==> config.mk <==
export PLATFORM = sky130hd
export DESIGN_NAME = byte_pack16
export DESIGN_NICKNAME = d
export VERILOG_FILES = /design/src/rtl/byte_pack16.sv
export SDC_FILE = /design/constraint.sdc
export NUM_CORES = 1
export LEC_CHECK = 0
export CAP_MARGIN = 20
export CORE_UTILIZATION = 46
export CTS_CLUSTER_SIZE = 28
export DETAILED_ROUTE_END_ITERATION = 16
export GPL_TIMING_DRIVEN = 0
export PLACE_DENSITY = 0.66
export SETUP_SLACK_MARGIN = 0.02
export SLEW_MARGIN = 0
export SYNTH_ARGS = -nofsm -noshare
export SYNTH_HDL_FRONTEND = slang
export SYNTH_SLANG_ARGS = --single-unit
==> constraint.sdc <==
create_clock -name clk -period 2.3 [get_ports clk]
set_input_delay 0.23 -clock clk [delete_from_list [all_inputs] [get_ports clk]]
set_output_delay 0.23 -clock clk [all_outputs]
set_load 0.005 [all_outputs]
==> src/rtl/byte_pack16.sv <==
// Byte-to-word packer: pairs bytes into 16-bit words with byte sum and pad flag,
// buffered in a first-word fall-through FIFO.
module byte_pack16 #(
  parameter int DEPTH = 4
) (
  input  logic                       clk,
  input  logic                       res,
  input  logic                       in_valid,
  output logic                       in_ready,
  input  logic [7:0]                 in_data,
  input  logic                       in_last,
  output logic                       out_valid,
  input  logic                       out_ready,
  output logic [15:0]                out_data,
  output logic [8:0]                 out_sum,
  output logic                       out_odd,
  output logic [$clog2(DEPTH):0]     level
);

  localparam int AW = $clog2(DEPTH);
  localparam int LW = AW + 1;
  localparam logic [LW-1:0] FULL = LW'(DEPTH);

  typedef enum logic {EMPTY, HALF} state_t;

  typedef struct packed {
    logic [15:0] data;
    logic [8:0]  sum;
    logic        odd;
  } entry_t;

  state_t        state;
  logic [7:0]    hi;
  entry_t        mem [DEPTH];
  logic [AW-1:0] wptr;
  logic [AW-1:0] rptr;
  logic [LW-1:0] cnt;

  logic   accept;
  logic   pop;
  logic   push;
  entry_t push_e;
  entry_t head;

  assign in_ready  = (cnt != FULL) & res;
  assign out_valid = (cnt != '0);
  assign accept    = in_valid & in_ready;
  assign pop       = out_valid & out_ready;
  assign level     = cnt;

  assign head     = mem[rptr];
  assign out_data = head.data;
  assign out_sum  = head.sum;
  assign out_odd  = head.odd;

  always_comb begin
    push   = 1'b0;
    push_e = '0;
    if (accept) begin
      unique case (1'b1)
        (state == HALF): begin
          push        = 1'b1;
          push_e.data = {hi, in_data};
          push_e.sum  = {1'b0, hi} + {1'b0, in_data};
          push_e.odd  = 1'b0;
        end
        (state == EMPTY && in_last): begin
          push        = 1'b1;
          push_e.data = {in_data, 8'h00};
          push_e.sum  = {1'b0, in_data};
          push_e.odd  = 1'b1;
        end
        default: ;
      endcase
    end
  end

  always_ff @(posedge clk or negedge res) begin
    if (!res) begin
      state <= EMPTY;
      hi    <= '0;
      wptr  <= '0;
      rptr  <= '0;
      cnt   <= '0;
      for (int i = 0; i < DEPTH; i++) begin
        mem[i] <= '0;
      end
    end else begin
      if (accept) begin
        unique case (state)
          EMPTY: begin
            if (!in_last) begin
              hi    <= in_data;
              state <= HALF;
            end
          end
          HALF: state <= EMPTY;
          default: state <= EMPTY;
        endcase
      end
      if (push) begin
        mem[wptr] <= push_e;
        wptr      <= wptr + 1'b1;
      end
      if (pop) begin
        rptr <= rptr + 1'b1;
      end
      if (push && !pop) begin
        cnt <= cnt + 1'b1;
      end else if (!push && pop) begin
        cnt <= cnt - 1'b1;
      end
    end
  end

endmodule
### Word level (Yosys, flattened, before mapping)

Index checks and enable logic that the tools add are counted.

| storage, ports and cells | value |
|---|---|
| bits in registers | 120 |
| latch bits | 0 |
| memory bits (writable) | 0 |
| memory bits (read-only) | 0 |
| bits of input ports | 13 |
| output and inout port bits | 31 |
| logic and storage cells | 57 |
| memories | 0 |

| operators by class | value |
|---|---|
| add/subtract/negate cells | 5 |
| multiply operators | 0 |
| divide/modulo/power cells | 0 |
| $lt $le $gt $ge | 3 |
| equal/unequal tests | 1 |
| shift operators | 0 |
| mux-type cells | 14 |
| bitwise operators | 7 |
| reduce and logical (&&, ||, !) cells | 10 |

Operator list:

| operator | number |
|---|---|
| $bwmux W104 | 1 |
| $mux W26 | 4 |
| $bmux W26 S2 | 1 |
| $demux W26 S2 | 1 |
| $pmux W26 S2 | 1 |
| $add A8 B8 Y9 | 1 |
| $ge A3 B3 Y1 const B | 2 |
| $mux W3 | 2 |
| $not A2 Y3 | 2 |
| $add A2 B1 Y2 const B | 2 |
| $logic_and A1 B1 Y1 | 4 |
| $add A3 B1 Y3 const B | 1 |
| $and A1 B1 Y1 | 3 |
| $lt A3 B1 Y1 const B | 1 |
| $mux W1 | 3 |
| $ne A3 B3 Y1 const B | 1 |
| $reduce_and A3 Y1 | 1 |
| $reduce_bool A3 Y1 | 1 |
| $sub A3 B1 Y3 const B | 1 |
| $logic_not A1 Y1 | 2 |
| $not A1 Y1 | 2 |
| $pmux W1 S2 | 1 |
| $reduce_bool A2 Y1 | 1 |
| $reduce_or A2 Y1 | 1 |

### Logic depth before layout (Yosys ltp)

| depth | value |
|---|---|
| word-level depth | 9 |
| depth in mapped cells | 10 |
| gate-level depth less buffers | 8 |

### Worst setup path after synthesis

OpenSTA, ideal clock, no wires.

| path | value |
|---|---|
| kind | register -> register |
| start point | reg cnt[0] (netlist: level[0]) |
| end point | reg cnt[1] (netlist: level[1]) |
| library setup time | 0.125 ns |
| arrival | 2.255 ns |
| required time | 2.175 ns |
| setup slack | -0.080 ns |
| cell stages (with the launch flop) | 9 |
| buffers on the path | 2 |
| period minus slack after synthesis | 2.380 ns |
| cell sequence | dfrtp_1 or3b_1 o211a_1 buf_6 buf_2 ha_1 inv_1 fa_1 mux2_2 |

| between the ends | value |
|---|---|
| cells in the longest elaborated chain, start to end | 7 |
| elaborated cells on any way between the ends | 15 |
| those cells by class | add/sub: 2; eq/ne: 1; mux: 3; bitwise: 3; reduce/logical: 6 |

Ends and longest elaborated chain:

| what | RTL line | RTL |
|---|---|---|
| start, declared | 37 | `logic [LW-1:0] cnt;` |
| start signal, assigned | 109 | `cnt <= cnt + 1'b1;` |
| start signal, assigned | 111 | `cnt <= cnt - 1'b1;` |
| $ne A3 B3 Y1 (*) | 45 | `assign in_ready = (cnt != FULL) & res;` |
| $and A1 B1 Y1 (*) | 45 |  |
| $and A1 B1 Y1 (*) | 47 | `assign accept = in_valid & in_ready;` |
| $mux W1 (*) | 59 | `if (accept) begin` |
| named net push | 41 | `logic push;` |
| $logic_not A1 Y1 | 110 | `end else if (!push && pop) begin` |
| $logic_and A1 B1 Y1 | 110 |  |
| $reduce_bool A2 Y1 (no source line) | n/a |  |

The timed path passes the listed nets; every way through them passes the cells marked *. The select of a mux whose other input is x is not followed.
A chain may end at the register's enable or synchronous reset.

### Worst setup path after layout

| path | value |
|---|---|
| start point | reg rptr[1] |
| end point | out out_sum[5] |

| between the ends | value |
|---|---|
| cells in the longest elaborated chain, start to end | 4 |

Ends and longest elaborated chain:

| what | RTL line | RTL |
|---|---|---|
| start, declared | 36 | `logic [AW-1:0] rptr;` |
| start signal, assigned | 106 | `rptr <= rptr + 1'b1;` |
| $not A2 Y3 (implied by the code) | 51 | `assign head = mem[rptr];` |
| $bmux W26 S2 | 51 |  |
| $mux W26 (implied by the code) (2 in series) | 51 |  |
| end, declared | 15 | `output logic [8:0] out_sum,` |

No other way between the ends. The select of a mux whose other input is x is not followed.

==> results.sh <==
export IMPL_worst_slew_pin_slew_ns=0.538
export IMPL_critical_path_class="register to output pin"
export IMPL_dr_wl_met2_mm=6.83
export IMPL_clk_insertion_delay_late_ns=0.41
export IMPL_wl_per_cell_microns=19.6
export IMPL_setup_viol_count_final=0
export IMPL_die_x_microns=115
export IMPL_async_reset_ff_share_pct=100
export IMPL_synth_edff_count=0
export IMPL_dr_max_layer_used="met4"
export IMPL_netSwitchingPower_w=0.00287
export IMPL_finClkSkew_ns=0.00649
export IMPL_yosysWarnings=0
export IMPL_grt_pass1_vias=4106
export IMPL_cp_depth=3
export IMPL_wirelength_mm=13.8
export IMPL_netlist_instances=453
export IMPL_wl_met1_mm=6.00
export IMPL_critPathArrivalTime_ns=1.97
export IMPL_grt_first_pass_wirelength_mm=22.4
export IMPL_portBuffers=43
export IMPL_via_per_inst=5.58
export IMPL_yosysSeqAreaShare_pct=51.0
export IMPL_cts_sinks=120
export IMPL_hpwl_mm=9.11
export IMPL_grt_max_degree=63
export IMPL_period_share_pct=95.5
export IMPL_ff2ff_setup_slack_ns=0.15
export IMPL_synthesis_area_sq_mm=0.00589
export IMPL_dr_wl_met3_microns=781
export IMPL_crit_path_start_kind="register"
export IMPL_p_int_w=0.00622
export IMPL_setup_worst_path_end="out_sum[5]"
export IMPL_r2r_cells=8
export IMPL_initial_core_util_pct=48.0
export IMPL_synth_area_per_cell_sq_um=13.0
export IMPL_dieArea_sq_mm=0.0133
export IMPL_powerDensity_mw_per_mm2=1240
export IMPL_finalMaxSlewViolations=0
export IMPL_p_clk_share_pct=26.9
export IMPL_yosysMostFrequentCell="dfrtp_1"
export IMPL_grt_usage_pct=23.4
export IMPL_cp_slowest_cell="dfrtp_2"
export IMPL_core_area_sq_mm=0.0123
export IMPL_dr_pass1_iters=4
export IMPL_synth_seq_cells=120
export IMPL_post_route_min_period_ns=2.20
export IMPL_max_slew_margin_pct=64.0
export IMPL_fillers=992
export IMPL_cp_data_required_time_ns=2.07
export IMPL_hold_viol_final=0
export IMPL_cts_root_buf="clkbuf_16"
export IMPL_syn_to_final_growth_pct=24.4
export IMPL_grt_antenna_before_repair=1
export IMPL_finalWeightedCongestion=0.853
export IMPL_clk_pin_slew_ns=0.05
export IMPL_post_synth_top_area_fraction_pct=51.0
export IMPL_syn_num_nets=481
export IMPL_synth_common_cells="120 x dfrtp_1, 67 x mux2_2, 61 x nand2_1"
export IMPL_cts_path_max_buffers=2
export IMPL_p_leak_nw=3.38
export IMPL_dr_first_iter_drc_count=186
export IMPL_cp_num_buf_inv=2
export IMPL_fin_nets=553
export IMPL_r2r_start="hi[0]"
export IMPL_numCtsBuffers=17
export IMPL_p_seq_share_pct=35.2
export IMPL_status="complete, no violations"
export IMPL_maxCapViolations=0
export IMPL_post_place_cells=665
export IMPL_max_stage_delay_ns=0.50
export IMPL_hp_class="input pin to register"
export IMPL_worst_slack_ns=0.103
export IMPL_grt_overflow=0
export IMPL_diodes=0
export IMPL_post_place_ws_ns=-0.698
export IMPL_combPwrFrac_pct=38.0
export IMPL_routed_via_count=3931
export IMPL_holdWs_ns=0.436
export IMPL_worstPathCellList="clkbuf_8 > mux4_2 > clkdlybuf4s50_1"
export IMPL_drive_gt1_share_pct=34.3
export IMPL_final_cells=704
export IMPL_yosysTopAreaCell="dfrtp_1"
export IMPL_cp_startpoint="rptr[1]"
export IMPL_rows=40
export IMPL_die_h_microns=115
export IMPL_worstPathMaxFanout=10
export IMPL_fmax_mhz=455
export IMPL_rsz0062_at_grt="false"
export IMPL_ys_flop_type="dfrtp_1"
export IMPL_drc=0
export IMPL_cp_top_family="buffers and inverters"
export IMPL_cp_end_kind="output pin"
export IMPL_io_pins=44
export IMPL_ir_worst_vdd_mv=0.852
export IMPL_r2r_end="mem[33]"
export IMPL_finalSetupTns_ns=0
export IMPL_yosysUniqueCellTypes=48
export IMPL_synth_area_leaders="dfrtp_1 51%, mux2_2 13%, mux4_2 9.9%"
export IMPL_htree_levels=4
export IMPL_cts_tree="done"
export IMPL_antenna_left=0
export IMPL_swShare_pct=31.6
-- registers in the layout, indices dropped and copies added, names as in the netlist --
name / count
wptr: 2
level: 3
mem: 104
hi: 8
state: 1
rptr: 2
-- placed cells by master, fill, tap and decap left out, types with 4 or more instances in the layout --
master,count
nor2_1,7
buf_4,11
buf_2,4
ha_1,11
clkbuf_8,4
a21oi_1,16
buf_6,6
o21ai_0,41
buf_12,4
clkbuf_16,17
buf_8,4
nand2_8,4
mux2_2,67
a41oi_1,4
a22o_2,4
clkinv_2,6
xnor2_1,4
dlygate4sd2_1,19
clkdlybuf4s50_1,22
dfrtp_1,118
nand2_1,60
inv_1,7
nand2b_1,7
mux4_2,26
-- through the flow --
stage	utilization [%]	cell area (sq um)	power (W)
after detailed placement	53.6	6580	0.00645
final	59.7	7320	0.00909
after floorplan	-	5910	0.00528
after CTS	59.3	7280	0.00911
after global routing	59.7	7320	0.00965
after global placement	53.4	6550	0.00633
-- per-layer routing --
| metal | global-route usage, % | vias up |
|---|---|---|
| met2 | 37.3 | 112 |
| met3 | 5.69 | 18 |
| met5 | 0 | - |
| li1 | - | 1794 |
| met4 | 7.45 | 0 |
| met1 | 31.6 | 2007 |
-- how the worst min path moves through the flow --
stage | cells past startpoint | end | slack, ns | from
floorplan | 0 | hi[0] | -0.07 | res
global placement | 2 | mem[68] | 0.46 | mem[68]
detailed placement | 1 | mem[65] | 0.25 | res
CTS | 2 | hi[0] | 0.38 | in_data[0]
global route | 2 | hi[0] | 0.45 | in_data[0]
finish | 3 | mem[36] | 0.44 | in_data[0]
-- cell families (layout without fill, tap and decap cells) --
| logic type | count (synthesis) | after routing | share of synthesized area [%] |
|---|---|---|---|
| adders and majority gates | 15 | 15 | 3.44 |
| DFF | 120 | 120 | 51.0 |
| muxes | 97 | 97 | 23.5 |
| buffers and inverters | 34 | 117 | 3.99 |
| xor gates and xnor gates | 6 | 6 | 0.892 |
| and+or+nand+nor | 95 | 95 | 8.25 |
| AOI/OAI and AO/OA | 86 | 86 | 8.97 |
-- worst reg2reg max path: cells and delay by family, from the launching register on --
family | cells | cell delay [ns]
AO/OA/AOI/OAI | 3 | 0.65
adder cells (fa/ha/maj) | 2 | 0.50
buffers and inverters | 1 | 0.05
flip-flops | 1 | 0.40
multiplexers | 1 | 0.27
AND/OR/NAND/NOR | 1 | 0.17
-- final cells by class --
cell class                 instances  area (sq um)  area share (%)
sequential                       120          3010            41.0
multi-input combinational        299          2720            37.2
clock buffer                      21           470            6.43
buffer                            24           264            3.61
inverter                           8          30.0           0.410
tap                              168           210            2.87
clock inverter                     9          76.3            1.04
timing repair buffer              55           543            7.42
-- power by group through the flow --
stage               clock (W)  sequential (W)  combinational (W)
floorplan                   0         0.00307            0.00220
CTS                   0.00248         0.00319            0.00343
global route          0.00259         0.00328            0.00378
finish                0.00244         0.00320            0.00345
global placement            0         0.00314            0.00318
detailed placement          0         0.00318            0.00326
-- what timing repair did --
| item | 4_1_cts | 5_1_grt |
|---|---|---|
| pin swaps | 3 | 3 |
| setup endpoints to repair | 40 | 26 |
| gates resized for setup | 48 | 10 |
| hold buffers | 2 | 0 |
| endpoints found under the hold margin | 58 | 0 |
| buffers inserted | 7 | 2 |
Power figures use the tool's default switching activity.
